$ cat src/rtl/connect_box_16x10_const.sv
// rtl/connect_box_16x10_const.sv - CGRA connection box: nine 16-bit tracks plus constant onto one output
//
// Purpose: selects one of tracks 0-4/6-9 or a configured 16-bit constant onto
// out. SEL (addr 0) and CONST (addr 1) are config registers on the shared bus.
//
// Ports:
//   clk          rising-edge clock for config registers
//   reset        asynchronous active-high reset (SEL=7, CONST=0)
//   config_addr  32-bit config register address, fully decoded
//   config_data  32-bit config write data
//   config_en    config write qualifier, sampled per rising edge
//   in_0..in_9   16-bit routing tracks (no in_5: track 5 absent)
//   out          selected value, combinational
//   read_data    combinational readback of register at config_addr
module connect_box_16x10_const (
    input  logic        clk,
    input  logic        reset,
    input  logic [31:0] config_addr,
    input  logic [31:0] config_data,
    input  logic        config_en,
    input  logic [15:0] in_0,
    input  logic [15:0] in_1,
    input  logic [15:0] in_2,
    input  logic [15:0] in_3,
    input  logic [15:0] in_4,
    input  logic [15:0] in_6,
    input  logic [15:0] in_7,
    input  logic [15:0] in_8,
    input  logic [15:0] in_9,
    output logic [15:0] out,
    output logic [31:0] read_data
);

    localparam logic [31:0] SEL_ADDR      = 32'd0;
    localparam logic [31:0] CONST_ADDR    = 32'd1;
    localparam logic [3:0]  DEFAULT_VALUE = 4'd7;
    localparam logic [3:0]  CONST_SEL     = 4'd10;

    logic [3:0]  sel_q, sel_d;
    logic [15:0] const_q, const_d;

    // Data bits above each register field are ignored on write.
    logic unused_data_bits;
    assign unused_data_bits = ^config_data[31:16];

    always_comb begin
        sel_d   = sel_q;
        const_d = const_q;
        if (config_en && (config_addr == SEL_ADDR)) begin
            sel_d = config_data[3:0];
        end
        if (config_en && (config_addr == CONST_ADDR)) begin
            const_d = config_data[15:0];
        end
    end

    always_ff @(posedge clk or posedge reset) begin
        if (reset) begin
            sel_q   <= DEFAULT_VALUE;
            const_q <= 16'h0000;
        end else begin
            sel_q   <= sel_d;
            const_q <= const_d;
        end
    end

    // Track 5 and selects 11-15 have no source and drive zero.
    always_comb begin
        out = 16'h0000;
        case (sel_q)
            4'd0:      out = in_0;
            4'd1:      out = in_1;
            4'd2:      out = in_2;
            4'd3:      out = in_3;
            4'd4:      out = in_4;
            4'd6:      out = in_6;
            4'd7:      out = in_7;
            4'd8:      out = in_8;
            4'd9:      out = in_9;
            CONST_SEL: out = const_q;
            default:   out = 16'h0000;
        endcase
    end

    always_comb begin
        read_data = 32'h0000_0000;
        if (config_addr == SEL_ADDR) begin
            read_data = {28'b0, sel_q};
        end else if (config_addr == CONST_ADDR) begin
            read_data = {16'b0, const_q};
        end
    end

endmodule

$ cat config.mk
export PLATFORM = sky130hd
export DESIGN_NAME = connect_box_16x10_const
export DESIGN_NICKNAME = d
export VERILOG_FILES = /design/src/rtl/connect_box_16x10_const.sv
export SDC_FILE = /design/constraint.sdc
export NUM_CORES = 1
export LEC_CHECK = 0
export ABC_AREA = 1
export CAP_MARGIN = 15
export CORE_AREA = 2 2 100 102
export DETAILED_ROUTE_END_ITERATION = 6
export DIE_AREA = 0 0 102 104
export DONT_BUFFER_PORTS = 1
export HOLD_SLACK_MARGIN = 0.05
export PLACE_DENSITY = 0.51
export SYNTH_ARGS = -nofsm -noshare
export SYNTH_HDL_FRONTEND = slang
export SYNTH_SLANG_ARGS = --single-unit
$ cat constraint.sdc
create_clock -name clk -period 1.95 [get_ports clk]
set_input_delay 0.4875 -clock clk [delete_from_list [all_inputs] [get_ports clk]]
set_output_delay 0.4875 -clock clk [all_outputs]
set_load 0.05 [all_outputs]
; ---- After elaboration in Yosys (flattened, before gate mapping)
; Cells that the tools add are included.
[classes]
n_eq_ne = 10
mux = 3
n_reduce_logical = 4
[op_table]
columns = operator, n
row1 = $pmux 16 s10, 1
row2 = $eq 32x1->1 const B, 1
row3 = $logic_not 32->1, 1
row4 = $mux 16, 2
row5 = $eq 4x3->1 const B, 3
row6 = $eq 4x4->1 const B, 3
row7 = $eq 4x2->1 const B, 2
row8 = $eq 4x1->1 const B, 1
row9 = $logic_not 4->1, 1
row10 = $logic_and 1x1->1, 2
[word_totals]
ff_bits = 20
output_inout_bits = 48
elab_cells = 19

; ---- Logic depth before layout (Yosys ltp)
; Gate-level depths: netlist of run 1.
[depth]
ltp_word = 3
ltp_mapped = 9
mapped_depth_nobuf = 8

; ---- Least setup slack after synthesis of run 1
; No wires, ideal clock.
[synth_timing]
path_type = input to output
startpoint = in config_addr[31]
endpoint = out read_data[0]
arrival_ns = 2.098
path_slack_ns = -0.636
cell_stages = 7
cell_sequence = nor2_1 -> nand2_1 -> nor2_1 -> nand2_1 -> inv_1 -> nand2_1 -> o21ai_0
[synth_via]
elab_chain_cells = 3
elab_cells_between_ends = 4
[synth_lines]
columns = item, line
row1 = start: declaration, 18  ; input logic [31:0] config_addr,
row2 = $eq 32x1->1, 89  ; end else if (config_addr == CONST_ADDR) begin
row3 = $mux 16, 89
row4 = $mux 16 *, 87  ; if (config_addr == SEL_ADDR) begin
row5 = end: declaration, 31  ; output logic [31:0] read_data
; Mark *: on every way between the ends. The rest lies on a longest branch, timed or not.

; ---- Worst setup path in the final report of run 1
[layout_timing]
startpoint = reg sel_q[0]
endpoint = out out[3]
[layout_via]
elab_chain_cells = 2
elab_cells_between_ends = 11
[layout_lines]
columns = item, line
row1 = start: declaration, 39  ; logic [3:0] sel_q, sel_d;
row2 = start signal: assignment, 62  ; sel_q <= sel_d;
row3 = "$eq 4x4->1, or another cell as far along", 70  ; case (sel_q)
row4 = $pmux 16 s10 *, 70
row5 = end: declaration, 30  ; output logic [15:0] out,
; Marked as above.

==> flow_summary.toml, run 1 <==
[die]
die_area_um2 = 10600
starting_density_pct = 29.0
num_io_pins = 259
fp.coreArea_um2 = 9550
rows = 36
fp.dieW_um = 102
die_y_um = 104

[logic_synthesis]
synth.top_cell.area_share_pct = 21.7
synth-seq-cells = 20
synthCells = 515
synthSimpleGateAreaFrac_pct = 56.4
synth_top_family_by_area = "simple AND/OR/NAND/NOR gates"
post_synth_instance_area_um2 = 2770
synth_cell_types = 23
cell_types_with_the_largest_area_share_after_synthesis = "nand2_1 22%, dfrtp_1 15%, nand3_1 14%"
synth_warnings = 0
seq_area_frac_synth_pct = 18.2
post_synth_fa_ha_maj_area_fraction_pct = 0
post_synth_mux_area_share_pct = 0
synth.largest_area_cell = "nand2_1"
synth-compound-area-share_pct = 5.78
synthXorXnorAreaFrac_pct = 0
synth.avg_cell_area_um2 = 5.38

[timing]
worst_clock_skew_ps = 0
post-route-period-util_pct = 120
timing_hold_violations_final = 0
grt_setup_unrepaired = "yes"
max_clock_freq_mhz = 426
totalNegativeSetupSlack_ps = -6040
final-setup-viol-count = 28
worst_slack_ps = -398
post-route-min-period_ps = 2350
maxSlewViolCount = 0

[cells_and_area]
layout_commonest_cell = "nand2_1"
finalCoreUtilization_pct = 47.7
finish.instance_area_um2 = 4550
most-common-layout-cells = "115 x nand2_1, 72 x nand3_1, 60 x inv_1"
area_delta_synth_final_pct = 64.3
drive_gt1_share_pct = 39.8
antenna-diode-count = 0
finish.net_count = 785

[pwr]
power.switching_mw = 0.336
combPwrFrac_pct = 27.8
p_clk_share_pct = 31.1
power.sequential.fraction_pct = 41.1
power_mw = 1.01
vdd.ir_drop.worst_uv = 236
internal_power_consumption_mw = 0.673
p_leak_nw = 2.10
power.density_nw_per_um2 = 221
netSwitchingFraction_pct = 33.3

[grt]
largest_net_degree_at_the_start_of_global_routing = 23
first_global_vias = 3318
gr-usage-all-layers_pct = 20.4
grt_pass1_wl_um = 16900
antenna_found_initial = 0
globalRoute.totalOverflow = 0

[setup_path]
data_arrival_critical_path_ps = 1860
worst_setup_path_start_kind = "register"
ff2ff_path_depth = 4
critical_path.max_fanout = 7
setup.worst_path.end_class = "primary output"
critPathRequiredTime_ps = 1460
setup.worst_path.class = "register to primary output"

[clocking]
cts_buffer_depth = 2
clock_latency_ps = 250
clkSlewWorstSetupHoldPaths_ps = 70
htreeDepth = 1
clock_tree_from_tritoncts = "yes"
ctsRootBufferMaster = "clkbuf_8"
cts_num_sinks = 20
cts_buffers = 3

[detailed_routing]
number_of_design_rule_violations_left_after_detail_routing = 0
drt_first_iter_violations = 181
drt-pass1-iter-count = 6
finalWirelength_um = 11700
routed_wire_length_per_instance_um = 16.5
vias_per_cell = 4.84
routed-via-count = 3419
routed_antenna_nets = 0

[place]
post_dp_cell_area_um2 = 3960
place_hpwl_um = 9290
portBuffers = 0
gp_congestion = 0.800

[flow_run]
maxCapViolCount = 0

[worst_hold_path]
timing.hold.worst.class = "input pin to async pin"

[outcome]
outcome = "finished, violations left"
failed_checks = "setup timing"
==> per-layer routing <==
layer  vias up  global-route usage (%)  wire length [µm]
li1       1696                       -                 -
met1      1548                    24.4              4560
met2       167                    38.4              6060
met3         8                    3.56               940
met4         0                    2.48               102
met5         -                       0                 0
==> stage by stage <==
step           setup WS, ps  instances  hold slack, ps
6_report               -398        706             133
4_1_cts                -379        707             145
3_5_place_dp           -256        695             420
2_1_floorplan         -23.7        530             442
3_3_place_gp           -210        695             420
5_1_grt                -482        706             156
==> sequential cells by signal (all words and copies together) (netlist names) <==
register and count:
const_q 16, sel_q 4
==> what timing repair did <==
action,in CTS,in global routing
setup endpoints to repair,30,32
resized for setup,58,65
setup buffers,7,1
pin swaps,28,37
hold buffers,0,0
gates cloned,2,1
==> critical path: stages, from the launching register on <==
cell and delay (ps):
dfstp_2 600, buf_6 120, nand2_4 50, nor3_4 240, buf_12 170, buf_12 110
nand2_4 40, nand2_4 70, nor3_4 50, nand2_4 160
==> final timing paths <==
path / start / endpoint / slack [ps]
setup / recovery: sel_q[0] / out[3] / -400
hold / removal: reset / const_q[3] / 130
setup reg to reg: sel_q[0] / sel_q[0] / 970
hold reg to reg: const_q[8] / const_q[8] / 470
max in group asynchronous: reset / sel_q[0] / 1550
min in group clk: config_data[1] / sel_q[1] / 340
==> area by class of cell <==
type,count,area (µm²)
clock buffer,4,55.1
multi-input combinational,401,2530
inverter,70,268
timing repair buffer,78,1030
tap,133,166
sequential,20,504
fill,956,4990
==> logic make-up (layout without fill, tap and decap cells) <==
kind of cell / Yosys count / in the layout
compound gates: 32 / 32
buf+inv: 110 / 152
flops: 20 / 20
other cells: 1 / 16
simple gates: 352 / 353
==> synthesized netlist by cell type (all sizes together) <==
library cell,n
nand4,5
clkbuf,3
buf,37
conb,1
dfstp,3
nor2,79
inv,70
dfrtp,17
o21ai,32
nand2,164
nand3,76
nor3,28
==> power by group through the flow <==
stage	Combinational, mW	Clock (mW)	Sequential [mW]
6_report	0.281	0.313	0.415
3_3_place_gp	0.252	0	0.423
5_1_grt	0.295	0.335	0.415
2_1_floorplan	0.242	0	0.423
4_1_cts	0.270	0.316	0.415
3_5_place_dp	0.254	0	0.423
No activity file was read; power rests on OpenSTA's default activity.
==> inputs of run 2 (changes only) <==
CAP_MARGIN = unset   (was 15)
PLACE_DENSITY = 0.52   (was 0.51)
TNS_END_PERCENT = 50   (was unset)
clock period = 1.9 ns   (was 1.95 ns; I/O delays follow)
==> run 2 against run 1 <==
The flow still finishes with violations (setup timing). Global-route usage increased by 0.58 points. First-iteration DRC count decreased by 21%. Final cell count increased by 0.42%. Worst hold slack got worse by 6.3 ps. Largest power group unchanged. Critical path type unchanged. Largest cell class unchanged.
==> flow_summary.toml, run 2 (synthesis gave the netlist of run 1 again) <==
[outcome]
failed_checks = "setup timing"
outcome = "finished, violations left"

[clocking]
cts_buffers = 3
cts_num_sinks = 20
clock_latency_ps = 250
ctsRootBufferMaster = "clkbuf_8"
cts_hold_buffers = 0
cts_buffer_depth = 2
clkSlewWorstSetupHoldPaths_ps = 70
clock_tree_from_tritoncts = "yes"
htreeDepth = 1

[setup_path]
critPathRequiredTime_ps = 1420
r2r-end = "sel_q[1]"
data_arrival_critical_path_ps = 1850
setup.worst_path.end_class = "primary output"
cpMaxStageDelayCell = "dfstp_2"
setup.worst_path.class = "register to primary output"
worst_setup_path_start_kind = "register"
timing.rr.start = "sel_q[1]"
ff2ff_path_depth = 6
worst_path_largest_cell_delay_ps = 590
ff2ff_setup_slack_ps = 760
worst-path-buf-inv = 3
path_depth = 8
path_cells = "buf_4 -> nor2_4 -> nand2_2 -> buf_12 -> nor2_1 -> nor3_1 -> buf_4 -> nand2_8"
cp_common_cell = "buf_4"
worst_path_dominant_cell_family = "flip-flops"
critical_path.max_fanout = 15

[timing]
timing_hold_violations_final = 0
post-route-period-util_pct = 122
grt_setup_unrepaired = "yes"
maxSlewViolCount = 0
worst_clock_skew_ps = 0
final-setup-viol-count = 29
post-route-min-period_ps = 2320
max_clock_freq_mhz = 431
worst_slack_ps = -421

[cells_and_area]
antenna-diode-count = 0
largest_registers = "const_q: 16 flops, sel_q: 4 flops"
layout_commonest_cell = "nand2_1"
regMostFlops = "const_q"
most-common-layout-cells = "122 x nand2_1, 70 x nand3_1, 65 x inv_1"
area_delta_synth_final_pct = 65.7
drive_gt1_share_pct = 38.5
finish.net_count = 788
largest_register_ffs = 16
finalCoreUtilization_pct = 48.1

[die]
fp.coreArea_um2 = 9550
num_io_pins = 259
starting_density_pct = 29.0
rows = 36
fp.dieW_um = 102
die_area_um2 = 10600
die_y_um = 104

[detailed_routing]
finalWirelength_um = 12000
drt-pass1-iter-count = 4
routed-via-count = 3458
vias_per_cell = 4.88
drt_first_iter_violations = 143
routed_wire_length_per_instance_um = 16.9
number_of_design_rule_violations_left_after_detail_routing = 0
routed_antenna_nets = 0

[worst_hold_path]
timing.hold.worst.class = "input pin to async pin"

[place]
place_hpwl_um = 9510
portBuffers = 0
gp_congestion = 0.836

[grt]
largest_net_degree_at_the_start_of_global_routing = 24
globalRoute.totalOverflow = 0
antenna_found_initial = 0
grt_pass1_wl_um = 17500
gr-usage-all-layers_pct = 21.0
first_global_vias = 3500

[pwr]
vdd.ir_drop.worst_uv = 342
p_leak_nw = 2.17
power.density_nw_per_um2 = 215
power_mw = 0.989

[flow_run]
maxCapViolCount = 0
[run 2: cell count changes in the layout (fill, tap and decap cells not counted), sizes merged]
cell    previous run  this run
buf               78        81
nand2            165       164
clkbuf             4         5
[run 2: power breakdown]
part,switching (mW),leakage [nW],internal (mW)
clock network,0.132,0.0228,0.149
logic,0.206,1.88,0.0762
registers,0.00000000369,0.269,0.426
total,0.338,2.17,0.651
[run 2: routing by layer]
| layer | part of all wire (%) | GRT usage, % | vias to the layer above |
|---|---|---|---|
| met2 | 52 | 39.6 | 173 |
| met3 | 8.0 | 4.17 | 10 |
| met4 | 1.3 | 4.57 | 0 |
| li1 | - | - | 1694 |
| met1 | 38 | 23.8 | 1581 |
| met5 | 0 | 0 | - |
[run 2: cell type report]
type | instances | area, µm²
fillers | 1001 | 4960
well taps | 133 | 166
repair buffers | 82 | 1110
inverters | 70 | 268
clock buffers | 4 | 45.0
multi-input cells | 400 | 2500
flip-flops and latches | 20 | 504
[run 2: timing repair]
item,in CTS,in global routing
pin swaps,18,13
gates resized for setup,73,47
cloned,2,1
endpoints found under the setup margin,31,32
setup buffers,9,7
[run 2: per-stage QoR]
stage	hold WS [ps]	setup WS [ps]	cells	instance area, µm²	setup TNS, ps
final	127	-421	709	4590	-6700
after global routing	149	-484	709	4590	-9720
after CTS	128	-441	705	4370	-7460
after detailed placement	409	-258	690	3940	-4470
after global placement	408	-246	690	3940	-3710
after floorplan	437	-60.2	530	3190	-807
[run 2: worst max-delay path by stage]
stage	endpoint	slack, ps	from
2_1_floorplan	out[1]	-60	sel_q[1]
3_3_place_gp	out[14]	-250	sel_q[0]
3_5_place_dp	out[14]	-260	sel_q[0]
4_1_cts	out[11]	-440	sel_q[2]
5_1_grt	out[0]	-480	sel_q[1]
6_report	out[8]	-420	sel_q[2]
